## config.mk

```make
export PLATFORM = sky130hd
export DESIGN_NAME = song_recorder_flat
export DESIGN_NICKNAME = d
export VERILOG_FILES = /design/src/rtl/song_recorder_if.sv /design/src/rtl/song_recorder.sv /design/src/flat_wrapper.sv
export SDC_FILE = /design/constraint.sdc
export NUM_CORES = 1
export LEC_CHECK = 0
export CELL_PAD_IN_SITES_DETAIL_PLACEMENT = 0
export CELL_PAD_IN_SITES_GLOBAL_PLACEMENT = 1
export CORE_ASPECT_RATIO = 0.6
export CORE_MARGIN = 8
export CORE_UTILIZATION = 42
export DETAILED_ROUTE_END_ITERATION = 10
export DONT_BUFFER_PORTS = 1
export GPL_TIMING_DRIVEN = 0
export PLACE_DENSITY = 0.72
export RECOVER_POWER = 50
export SYNTH_ARGS = -nofsm -noshare
export SYNTH_HDL_FRONTEND = slang
export SYNTH_SLANG_ARGS = --single-unit
```

## constraint.sdc

```tcl
create_clock -name clk -period 17.2 [get_ports clk]
set_input_delay 1.72 -clock clk [delete_from_list [all_inputs] [get_ports clk]]
set_output_delay 1.72 -clock clk [all_outputs]
set_load 0.03 [all_outputs]
```

## src/rtl/song_recorder_if.sv

```systemverilog
// song_recorder_if
//   Bundles the recorder's control inputs and its song-buffer outputs.
//   The master modport drives the controls (keyboard/front panel side).
//   The slave modport is the recorder itself.
//
//   rec_start  start pulse for a new recording
//   rec_stop   stop pulse that ends the recording
//   touch      key switches; touch[7] = do ... touch[1] = si, touch[0] unused
//   octave     00 low, 01 mid, 10 high, 11 mid
//   song       packed 5-bit note codes; slot i = song[i*5+4 -: 5]
//   beat       packed 2-bit beat codes; slot i = beat[i*2+1 -: 2]
//   length     number of valid slots
//   recording  high while a recording is in progress
//   full       high when length == MAX_NOTES
//   done       one-cycle pulse when a recording finishes
interface song_recorder_if #(
  parameter int MAX_NOTES = 64
);
  logic                   rec_start;
  logic                   rec_stop;
  logic [7:0]             touch;
  logic [1:0]             octave;
  logic [MAX_NOTES*5-1:0] song;
  logic [MAX_NOTES*2-1:0] beat;
  logic [7:0]             length;
  logic                   recording;
  logic                   full;
  logic                   done;

  modport master (
    output rec_start, rec_stop, touch, octave,
    input  song, beat, length, recording, full, done
  );

  modport slave (
    input  rec_start, rec_stop, touch, octave,
    output song, beat, length, recording, full, done
  );
endinterface

```

## src/rtl/song_recorder.sv

```systemverilog
// song_recorder
//   Captures live keyboard play and writes it into the packed song/beat
//   buffer format consumed by the playback and learning modes. Each slot
//   holds a 5-bit note code (0 = rest) and a 2-bit quantised beat code.
//
//   Optional feature macro: SONG_RECORDER_RESTS_EN
//     defined   - silences of two or more ticks between notes are stored
//                 as rest slots (code 0) with a quantised beat
//     undefined - silences are dropped; only notes are stored
//
//   Ports:
//     clk  system clock
//     rst  asynchronous active-high reset; aborts to IDLE, clears buffer
//     bus  song_recorder_if.slave (controls in, song buffer and status out)
//
//   Parameters:
//     MAX_NOTES  slot count of the buffer (up to 255)
//     TICK_DIV   clk cycles per beat tick
module song_recorder #(
  parameter int MAX_NOTES = 64,
  parameter int TICK_DIV  = 6000
) (
  input logic            clk,
  input logic            rst,
  song_recorder_if.slave bus
);

  localparam int               CNT_W    = (TICK_DIV > 1) ? $clog2(TICK_DIV) : 1;
  localparam logic [CNT_W-1:0] CNT_LAST = CNT_W'(TICK_DIV - 1);
  localparam logic [7:0]       MAX_LEN  = 8'(MAX_NOTES);

  typedef enum logic [2:0] {
    S_IDLE,
    S_WAIT,
    S_NOTE,
`ifdef SONG_RECORDER_RESTS_EN
    S_GAP,
`endif
    S_DONE
  } state_t;

  // Note code from key number (1..7) and octave; 11 falls back to mid.
  function automatic logic [4:0] note_code(input logic [2:0] key, input logic [1:0] oct);
    logic [4:0] code;
    case (oct)
      2'b00:   code = {2'b00, key};
      2'b10:   code = {2'b00, key} + 5'd14;
      default: code = {2'b00, key} + 5'd7;
    endcase
    return code;
  endfunction

  // Duration in ticks to beat code, matching player lengths 2/3/4/5.
  function automatic logic [1:0] beat_quant(input logic [2:0] d);
    logic [1:0] b;
    if (d <= 3'd2)      b = 2'b00;
    else if (d == 3'd3) b = 2'b01;
    else if (d == 3'd4) b = 2'b10;
    else                b = 2'b11;
    return b;
  endfunction

  // 3-bit tick counter increment, saturating at 7.
  function automatic logic [2:0] dur_sat_inc(input logic [2:0] d, input logic t);
    logic [2:0] r;
    r = d;
    if (t && (d != 3'd7)) r = d + 3'd1;
    return r;
  endfunction

  state_t                 state_q, state_n;
  logic [CNT_W-1:0]       tick_cnt;
  logic                   tick;
  logic [7:0]             touch_keys;
  logic                   key_valid;
  logic [2:0]             key_num;
  logic [4:0]             key_code;
  logic [2:0]             cur_key_q;
  logic [4:0]             cur_code_q;
  logic [2:0]             dur_q;
  logic [2:0]             dur_eff;
  logic [7:0]             len_q;
  logic                   full_q;
  logic [MAX_NOTES*5-1:0] song_q;
  logic [MAX_NOTES*2-1:0] beat_q;
  logic                   recording_q;
  logic                   done_q;
  logic                   rec_n;

  logic                   start_clr;
  logic                   commit;
  logic [4:0]             commit_code;
  logic [1:0]             commit_beat;
  logic                   latch;
  logic                   dur_clr;
  logic                   dur_cnt;

  // Beat-tick prescaler, restarted when a recording begins so that the
  // first tick lands a full period after rec_start.
  always_ff @(posedge clk or posedge rst) begin
    if (rst) begin
      tick_cnt <= '0;
    end else if (start_clr || (tick_cnt == CNT_LAST)) begin
      tick_cnt <= '0;
    end else begin
      tick_cnt <= tick_cnt + 1'b1;
    end
  end

  assign tick = (tick_cnt == CNT_LAST);

  // Key decode: only a single pressed key among touch[7:1] is a note.
  always_comb begin
    touch_keys = bus.touch & 8'hFE;
    key_valid  = $onehot(touch_keys);
    key_num    = '0;
    for (int i = 1; i < 8; i++) begin
      if (touch_keys[i]) key_num = 3'(8 - i);
    end
  end

  assign key_code = note_code(key_num, bus.octave);

  // A tick arriving in the same cycle as a key event still belongs to the
  // note (or gap) being closed, so commits use the post-tick duration.
  assign dur_eff = dur_sat_inc(dur_q, tick);

  always_ff @(posedge clk or posedge rst) begin
    if (rst) begin
      state_q <= S_IDLE;
    end else begin
      state_q <= state_n;
    end
  end

  always_comb begin
    state_n     = state_q;
    start_clr   = 1'b0;
    commit      = 1'b0;
    commit_code = cur_code_q;
    commit_beat = beat_quant(dur_eff);
    latch       = 1'b0;
    dur_clr     = 1'b0;
    dur_cnt     = 1'b0;
    case (state_q)
      S_IDLE: begin
        if (bus.rec_start) begin
          start_clr = 1'b1;
          state_n   = S_WAIT;
        end
      end
      S_WAIT: begin
        if (bus.rec_stop) begin
          state_n = S_DONE;
        end else if (key_valid) begin
          latch   = 1'b1;
          state_n = S_NOTE;
        end
      end
      S_NOTE: begin
        if (bus.rec_stop) begin
          commit  = 1'b1;
          state_n = S_DONE;
        end else if (!key_valid) begin
          commit  = 1'b1;
`ifdef SONG_RECORDER_RESTS_EN
          dur_clr = 1'b1;
          state_n = S_GAP;
`else
          state_n = S_WAIT;
`endif
        end else if (key_num != cur_key_q) begin
          // Direct slide to another key: close the old note, open the new.
          commit = 1'b1;
          latch  = 1'b1;
        end else begin
          dur_cnt = 1'b1;
        end
      end
`ifdef SONG_RECORDER_RESTS_EN
      S_GAP: begin
        if (bus.rec_stop) begin
          state_n = S_DONE;
        end else if (key_valid) begin
          // Short gaps are articulation, not rests. The length guard keeps
          // slot 0 from ever holding a rest.
          if ((dur_eff >= 3'd2) && (len_q != 8'd0)) begin
            commit      = 1'b1;
            commit_code = 5'd0;
          end
          latch   = 1'b1;
          state_n = S_NOTE;
        end else begin
          dur_cnt = 1'b1;
        end
      end
`endif
      S_DONE: begin
        state_n = S_IDLE;
      end
      default: begin
        state_n = S_IDLE;
      end
    endcase
  end

  always_comb begin
    rec_n = (state_n == S_WAIT) || (state_n == S_NOTE);
`ifdef SONG_RECORDER_RESTS_EN
    rec_n = rec_n || (state_n == S_GAP);
`endif
  end

  always_ff @(posedge clk or posedge rst) begin
    if (rst) begin
      len_q       <= '0;
      full_q      <= 1'b0;
      song_q      <= '0;
      beat_q      <= '0;
      cur_key_q   <= '0;
      cur_code_q  <= '0;
      dur_q       <= '0;
      recording_q <= 1'b0;
      done_q      <= 1'b0;
    end else begin
      if (start_clr) begin
        len_q  <= '0;
        full_q <= 1'b0;
        song_q <= '0;
        beat_q <= '0;
      end else if (commit && !full_q) begin
        for (int i = 0; i < MAX_NOTES; i++) begin
          if (len_q == 8'(i)) begin
            song_q[i*5 +: 5] <= commit_code;
            beat_q[i*2 +: 2] <= commit_beat;
          end
        end
        len_q  <= len_q + 8'd1;
        full_q <= ((len_q + 8'd1) == MAX_LEN);
      end

      if (latch) begin
        cur_key_q  <= key_num;
        cur_code_q <= key_code;
      end

      if (start_clr || latch || dur_clr) begin
        dur_q <= '0;
      end else if (dur_cnt) begin
        dur_q <= dur_eff;
      end

      recording_q <= rec_n;
      done_q      <= (state_n == S_DONE);
    end
  end

  assign bus.song      = song_q;
  assign bus.beat      = beat_q;
  assign bus.length    = len_q;
  assign bus.full      = full_q;
  assign bus.recording = recording_q;
  assign bus.done      = done_q;

endmodule

```

## src/flat_wrapper.sv

```systemverilog
// flat-port wrapper written by rule: the top's interface ports become plain ports
module song_recorder_flat 
#(
  parameter int MAX_NOTES = 64,
  parameter int TICK_DIV  = 6000
)
  (clk, rst, bus_rec_start, bus_rec_stop, bus_touch, bus_octave, bus_song, bus_beat, bus_length, bus_recording, bus_full, bus_done);
  song_recorder_if #(.MAX_NOTES(MAX_NOTES)) bus_i ();
  input logic clk;
  input logic rst;
  input wire logic [$bits(bus_i.rec_start)-1:0] bus_rec_start;
  input wire logic [$bits(bus_i.rec_stop)-1:0] bus_rec_stop;
  input wire logic [$bits(bus_i.touch)-1:0] bus_touch;
  input wire logic [$bits(bus_i.octave)-1:0] bus_octave;
  output wire logic [$bits(bus_i.song)-1:0] bus_song;
  output wire logic [$bits(bus_i.beat)-1:0] bus_beat;
  output wire logic [$bits(bus_i.length)-1:0] bus_length;
  output wire logic [$bits(bus_i.recording)-1:0] bus_recording;
  output wire logic [$bits(bus_i.full)-1:0] bus_full;
  output wire logic [$bits(bus_i.done)-1:0] bus_done;
  assign bus_i.rec_start = bus_rec_start;
  assign bus_i.rec_stop = bus_rec_stop;
  assign bus_i.touch = bus_touch;
  assign bus_i.octave = bus_octave;
  assign bus_song = bus_i.song;
  assign bus_beat = bus_i.beat;
  assign bus_length = bus_i.length;
  assign bus_recording = bus_i.recording;
  assign bus_full = bus_i.full;
  assign bus_done = bus_i.done;
  song_recorder #(.MAX_NOTES(MAX_NOTES), .TICK_DIV(TICK_DIV)) u_core (.clk(clk), .rst(rst), .bus(bus_i));
endmodule
```

==> flow_summary.toml, run 1 <==
[run_status]
status = "finished with violations"
violations = "capacitance limit, slew limit"

[cts]
clk_pin_slew_worst_paths_ns = 0.07
post_cts_resized = 0
cts_buffers = 47
htreeDepth = 2
cts_setup_buffers = 0
root_buffer = "clkbuf_16"
clock_latency_ns = 0.57
cts.sinks = 486
cts_tree = "yes"
postCtsHoldBufs = 0
clockBufferDepth = 3

[pwr]
p_leak_nw = 10.6
internal-power_mw = 1.86
power_frac_seq_pct = 43.5
pwr-share-clk_pct = 40.2
ir_drop_uv = 69.0
switching_share_pct = 31.6
powerDensity_nw_per_um2 = 110
combPwrFrac_pct = 16.3
p_switching_mw = 0.860

[die]
dieArea_um2 = 60800
ios = 473
die_h_um = 194
floorplan.initialDensity_pct = 42.4
num_rows = 65
dieWidth_um = 313
core_area_um2 = 52400

[layout]
regArea_um2 = 12200
design_area_um2 = 24800
layout-drive-gt1-share_pct = 7.12
final_cell_mix = "dfrtp_1, o21ai_0, nand3_1"
num_antenna_cells = 0
final_common_cell = "dfrtp_1"
fillCellCount = 4931
syn_to_final_growth_pct = 11.5
final_nets = 2388
post-route-util_pct = 47.3
multi_input_area_um2 = 9060

[global_routing]
grt_max_degree = 130
grt_util_all_layers_pct = 30.5
grt.overflow.total = 0
grt_pass1_vias = 19400
grt_pass1_wl_mm = 140
antenna_found_initial = 4

[sta]
relSlewSlack_pct = -227
tightest_slew_ns = 4.88
slew_violations = 107
rsz0062_at_grt = "false"
hold_viol_final = 0
fin_worst_skew_ns = 0.0193
setup_viol = 0
min_period_ns = 5.46
period_share_pct = 31.7
worst_slack_ns = 11.74
max_freq_mhz = 183

[logic_synthesis]
synth_nets = 2336
ys.flop_type = "dfrtp_1"
synth_edf_count = 0
mappedNetlistArea_um2 = 22200
synth_cell_types = 60
netlist_instances = 2303
yosysWarnings = 0
seq_area_frac_synth_pct = 54.7
ys_ff_latch = 486
synth.avg_cell_area_um2 = 9.65
async_reset_ff_share_pct = 100

[hold_path]
hold_depth = 1
hp-class = "reg2reg"

[placed_design]
placed_area_um2 = 23200
gp_congestion = 0.927
port_buffers = 0
dp_hpwl_mm = 72.8
preCtsSetupSlack_ns = 11.27

[detailed_routing]
drt_iter0_drc = 2601
drtAntennaViolNets = 0
first_pass_iters = 6
vias = 19800
post_drt_wl_per_cell_um = 31.2
drc = 0
viasPerCell = 6.39
wl_mm = 96.5

[setup_path]
crit_required_ns = 17.68
critPathKind = "in2reg"
crit_path_max_fanout = 10
worstPathArrival_ns = 5.94
crit_path_end_kind = "flip-flop"
cp-start-kind = "input pin"
reg2reg_slack_ns = 13.56
r2r_cells = 6

[job]
cap_violations = 1
final cells by class:
type	count	area share (%)
Inverter	24	0.369
Clock inverter	7	0.470
Multi-Input combinational cell	1581	36.6
Timing Repair Buffer	3	0.333
Tap cell	703	3.55
Buffer	212	3.69
Clock buffer	76	5.92
Sequential cell	486	49.1
layer usage:
layer  up-vias  part of all wire [%]  global-route usage, %
li1       8358                     -                      -
met1     10100                    42                   42.5
met2      1104                    43                   44.2
met3       185                    12                   10.8
met4         0                   3.7                   9.32
met5         -                     0                      0
flip-flops by register name, indices dropped and copies added (netlist names):
signal and cells:
u_core.bus.length 8, u_core.commit_code 5, u_core.bus.done 1, u_core.dur_q 3
u_core.bus.full 1, u_core.bus.song 320, u_core.state_q 3, u_core.bus.beat 128
u_core.bus.recording 1, u_core.cur_key_q 3, u_core.tick_cnt 13
metrics by stage:
stage	TNS, ns	hold slack (ns)	total power [mW]	std cells
floorplan	0	0.424	1.44	2303
CTS	0	0.457	2.72	3092
global route	0	0.471	2.79	3092
global placement	-1451.57	0.441	1.63	3006
finish	0	0.454	2.72	3092
detailed placement	0	0.448	1.64	3009
cell usage after synthesis, types with 4 or more instances:
library cell | count | area (um2)
a211o_1 | 4 | 35.0
a211oi_1 | 4 | 30.0
a21oi_1 | 272 | 1360
buf_1 | 30 | 113
buf_2 | 29 | 145
buf_4 | 13 | 97.6
clkbuf_1 | 119 | 447
clkbuf_2 | 20 | 100
dfrtp_1 | 486 | 12200
ha_1 | 16 | 200
inv_1 | 24 | 90.1
mux2_2 | 9 | 101
mux2i_1 | 95 | 951
nand2_1 | 167 | 627
nand2b_1 | 7 | 43.8
nand3_1 | 276 | 1380
nand4_1 | 10 | 62.6
nor2_1 | 113 | 424
nor2b_1 | 4 | 25.0
nor3_1 | 8 | 40.0
o2111ai_1 | 15 | 131
o2111ai_4 | 8 | 210
o211ai_1 | 95 | 713
o21ai_0 | 402 | 2010
or3_1 | 6 | 37.5
xnor2_1 | 8 | 70.1
xor2_1 | 10 | 87.6
kinds of logic (layout without fill, tap and decap cells):
logic type / count (synthesis) / in the layout / share of synthesized area [%]
other: 1 / 1 / 0.0169
adder cells (fa/ha/maj): 19 / 19 / 1.17
multiplexers: 104 / 104 / 4.74
buffers and inverters: 236 / 322 / 4.52
flip-flops: 486 / 486 / 54.7
AND/OR/NAND/NOR: 619 / 619 / 13.0
XOR/XNOR: 18 / 18 / 0.709
AO/OA/AOI/OAI: 820 / 820 / 21.1
worst paths after layout:
path / startpoint / to
max: bus_touch[2] / u_core.bus.song[259]$_DFFE_PP0P_
min: u_core.tick_cnt[0]$_DFF_PP0_ / u_core.tick_cnt[0]$_DFF_PP0_
max reg2reg: u_core.bus.full$_DFFE_PP0P_ / u_core.bus.beat[49]$_DFFE_PP0P_
min reg2reg: u_core.tick_cnt[0]$_DFF_PP0_ / u_core.tick_cnt[0]$_DFF_PP0_
max in group asynchronous: rst / u_core.bus.song[116]$_DFFE_PP0P_
min in group asynchronous: rst / u_core.bus.song[250]$_DFFE_PP0P_
power groups by stage:
stage / logic (mW) / clock network, mW / registers (mW)
final: 0.443 / 1.09 / 1.19
after floorplan: 0.241 / 0 / 1.20
after global routing: 0.465 / 1.14 / 1.19
after global placement: 0.426 / 0 / 1.21
after CTS: 0.433 / 1.10 / 1.18
after detailed placement: 0.432 / 0 / 1.21
critical path: stages:
cell	delay, ns
ha_1	0.27
inv_1	0.08
fa_1	0.41
inv_1	0.06
ha_1	0.17
inv_1	0.06
fa_1	0.40
a2111oi_2	0.35
o211ai_1	0.23
or2_4	0.33
a221oi_4	0.60
buf_2	0.49
clkbuf_2	0.43
o21ai_0	0.15
a21oi_1	0.16
(Power assumes the default switching activity.)
==> run 2, diff against run 1 <==
==> constraint.sdc (replaced) <==
create_clock -name clk -period 5.2 [get_ports clk]
set_input_delay 0.52 -clock clk [delete_from_list [all_inputs] [get_ports clk]]
set_output_delay 0.52 -clock clk [all_outputs]
set_load 0.03 [all_outputs]
==> run 2 against run 1 <==
Effect of this change: the flow still finishes with violations (capacitance limit, slew limit); critical endpoint is now u_core.bus.song[244]$_DFFE_PP0P_; cell area is 0.56% higher; die area stayed put; via count grew 0.12%; critical path type unchanged.
==> flow_summary.toml, run 2 (synthesis results as in run 1) <==
[detailed_routing]
post_drt_wl_per_cell_um = 31.2
drt_iter0_drc = 2352
drc = 0
wl_mm = 96.8
first_pass_iters = 5
vias = 19800
drtAntennaViolNets = 0
viasPerCell = 6.37

[cts]
post_cts_resized = 0
htreeDepth = 2
cts.sinks = 486
clock_latency_ns = 0.57
cts_tree = "yes"
clk_pin_slew_worst_paths_ns = 0.07
cts_buffers = 47
clockBufferDepth = 3
root_buffer = "clkbuf_16"
cts_setup_buffers = 0

[setup_path]
r2r_end = "u_core.bus.beat[42]$_DFFE_PP0P_"
cp-start-kind = "input pin"
crit_path_end_kind = "flip-flop"
crit_path_max_fanout = 10
critPathKind = "in2reg"
crit-reg2reg-launch = "u_core.bus.full$_DFFE_PP0P_"
cpLargestDelayFamily = "buffers and inverters"
worst-path-buf-inv = 6
r2r_cells = 6
cp_common_cell = "inv_1"
crit_required_ns = 5.69
worstPathArrival_ns = 4.70
critPathMaxStageDelay_ns = 0.71
path_cells = "ha_1 -> inv_1 -> fa_1 -> inv_1 -> ha_1 -> inv_1 -> fa_1 -> and2_1 -> o211ai_1 -> or2_4 -> a221o_1 -> buf_2 -> buf_2 -> clkbuf_1 -> nand3_1 -> a21oi_1"
slowest_stage = "clkbuf_1"
reg2reg_slack_ns = 1.22

[sta]
tightest_slew_ns = 2.36
rsz0062_at_grt = "false"
fin_worst_skew_ns = 0.0227
min_period_ns = 4.22
hold_viol_final = 0
relSlewSlack_pct = -57.1
setup_viol = 0
max_freq_mhz = 237
period_share_pct = 81.1
slew_violations = 177

[hold_path]
hp-class = "in2reg"
hold_depth = 2
holdPathEnd = "u_core.state_q[1]$_DFF_PP0_"
hold_start = "bus_rec_stop"

[layout]
largest_reg_flops = 320
fin_cells = 3106
layout-drive-gt1-share_pct = 7.66
final_cell_mix = "dfrtp_1, o21ai_0, nand3_1"
final_nets = 2399
post-route-util_pct = 47.6
final_common_cell = "dfrtp_1"
fillCellCount = 4954
syn_to_final_growth_pct = 12.1

[die]
floorplan.initialDensity_pct = 42.4
dieWidth_um = 313
die_h_um = 194
num_rows = 65
ios = 473
dieArea_um2 = 60800
core_area_um2 = 52400

[placed_design]
port_buffers = 0
placed_cells = 3019
gp_congestion = 0.900
dp_hpwl_mm = 74.0

[global_routing]
grt_util_all_layers_pct = 30.6
grt_pass1_vias = 19300
grt_pass1_wl_mm = 139
grt_max_degree = 44
grt.overflow.total = 0
antenna_found_initial = 2

[run_status]
status = "finished with violations"
violations = "capacitance limit, slew limit"

[job]
cap_violations = 5

[pwr]
p_leak_nw = 10.6
powerDensity_nw_per_um2 = 366
ir_drop_uv = 244
-- run 2: routing by layer --
| layer | part of all wire, % | vias to the layer above | GRT usage, % |
|---|---|---|---|
| met1 | 42 | 10100 | 41.7 |
| met4 | 3.6 | 4 | 9.44 |
| li1 | - | 8399 | - |
| met3 | 12 | 191 | 12.6 |
| met2 | 42 | 1080 | 44.1 |
| met5 | 0.028 | - | 0 |
-- run 2: through the flow --
step	hold slack, ns	total power, mW	setup TNS, ns	area [um2]	worst slack, ns
after floorplan	0.424	4.77	-927.61	22200	-1.91
after global placement	0.441	5.41	-2159.58	23100	-4.54
after detailed placement	0.452	5.45	0	23400	0.472
after CTS	0.122	9.10	0	25000	1.08
after global routing	0.151	9.36	0	24900	0.598
final	0.138	9.11	0	24900	0.984
-- run 2: power by group --
part / switching, mW / internal [mW]
Sequential: 0.0804 / 3.84
Clock: 1.57 / 2.12
Combinational: 1.24 / 0.255
Total: 2.89 / 6.22
-- run 2: worst max-delay path by stage --
stage	end	start	slack (ns)	cells after the start
finish	u_core.bus.song[244]$_DFFE_PP0P_	bus_touch[2]	0.98	16
global route	u_core.bus.song[277]$_DFFE_PP0P_	rst	0.60	4
CTS	u_core.bus.song[159]$_DFFE_PP0P_	bus_touch[2]	1.08	15
detailed placement	u_core.bus.song[159]$_DFFE_PP0P_	bus_touch[2]	0.47	15
global placement	u_core.bus.song[126]$_DFFE_PP0P_	rst	-4.54	1
floorplan	u_core.bus.beat[0]$_DFFE_PP0P_	rst	-1.91	1
-- run 2: repair_timing --
item | 4_1_cts | 5_1_grt
endpoints found under the setup margin | 0 | 0
hold buffers | 1 | 0
endpoints found under the hold margin | 24 | 0
-- run 2: final cells by class --
cell class              count  area [um2]  share of cell area [%]
repair buffers             14         174                   0.698
flip-flops and latches    486       12200                    48.8
inverters                  24        91.3                   0.367
plain buffers             212         913                    3.67
well taps                 703         880                    3.53
clock inverters            20         238                   0.954
diodes                      2        5.00                  0.0201
clock buffers              64        1390                    5.59
multi-input cells        1581        9060                    36.4
-- run 2: worst register-to-register path: stages (launching register included) --
cell and delay [ns]:
dfrtp_1 0.61, nor4b_1 1.24, clkbuf_1 0.44, nand3_1 0.41, nor2_1 0.69, o21ai_0 0.30
o21ai_0 0.22
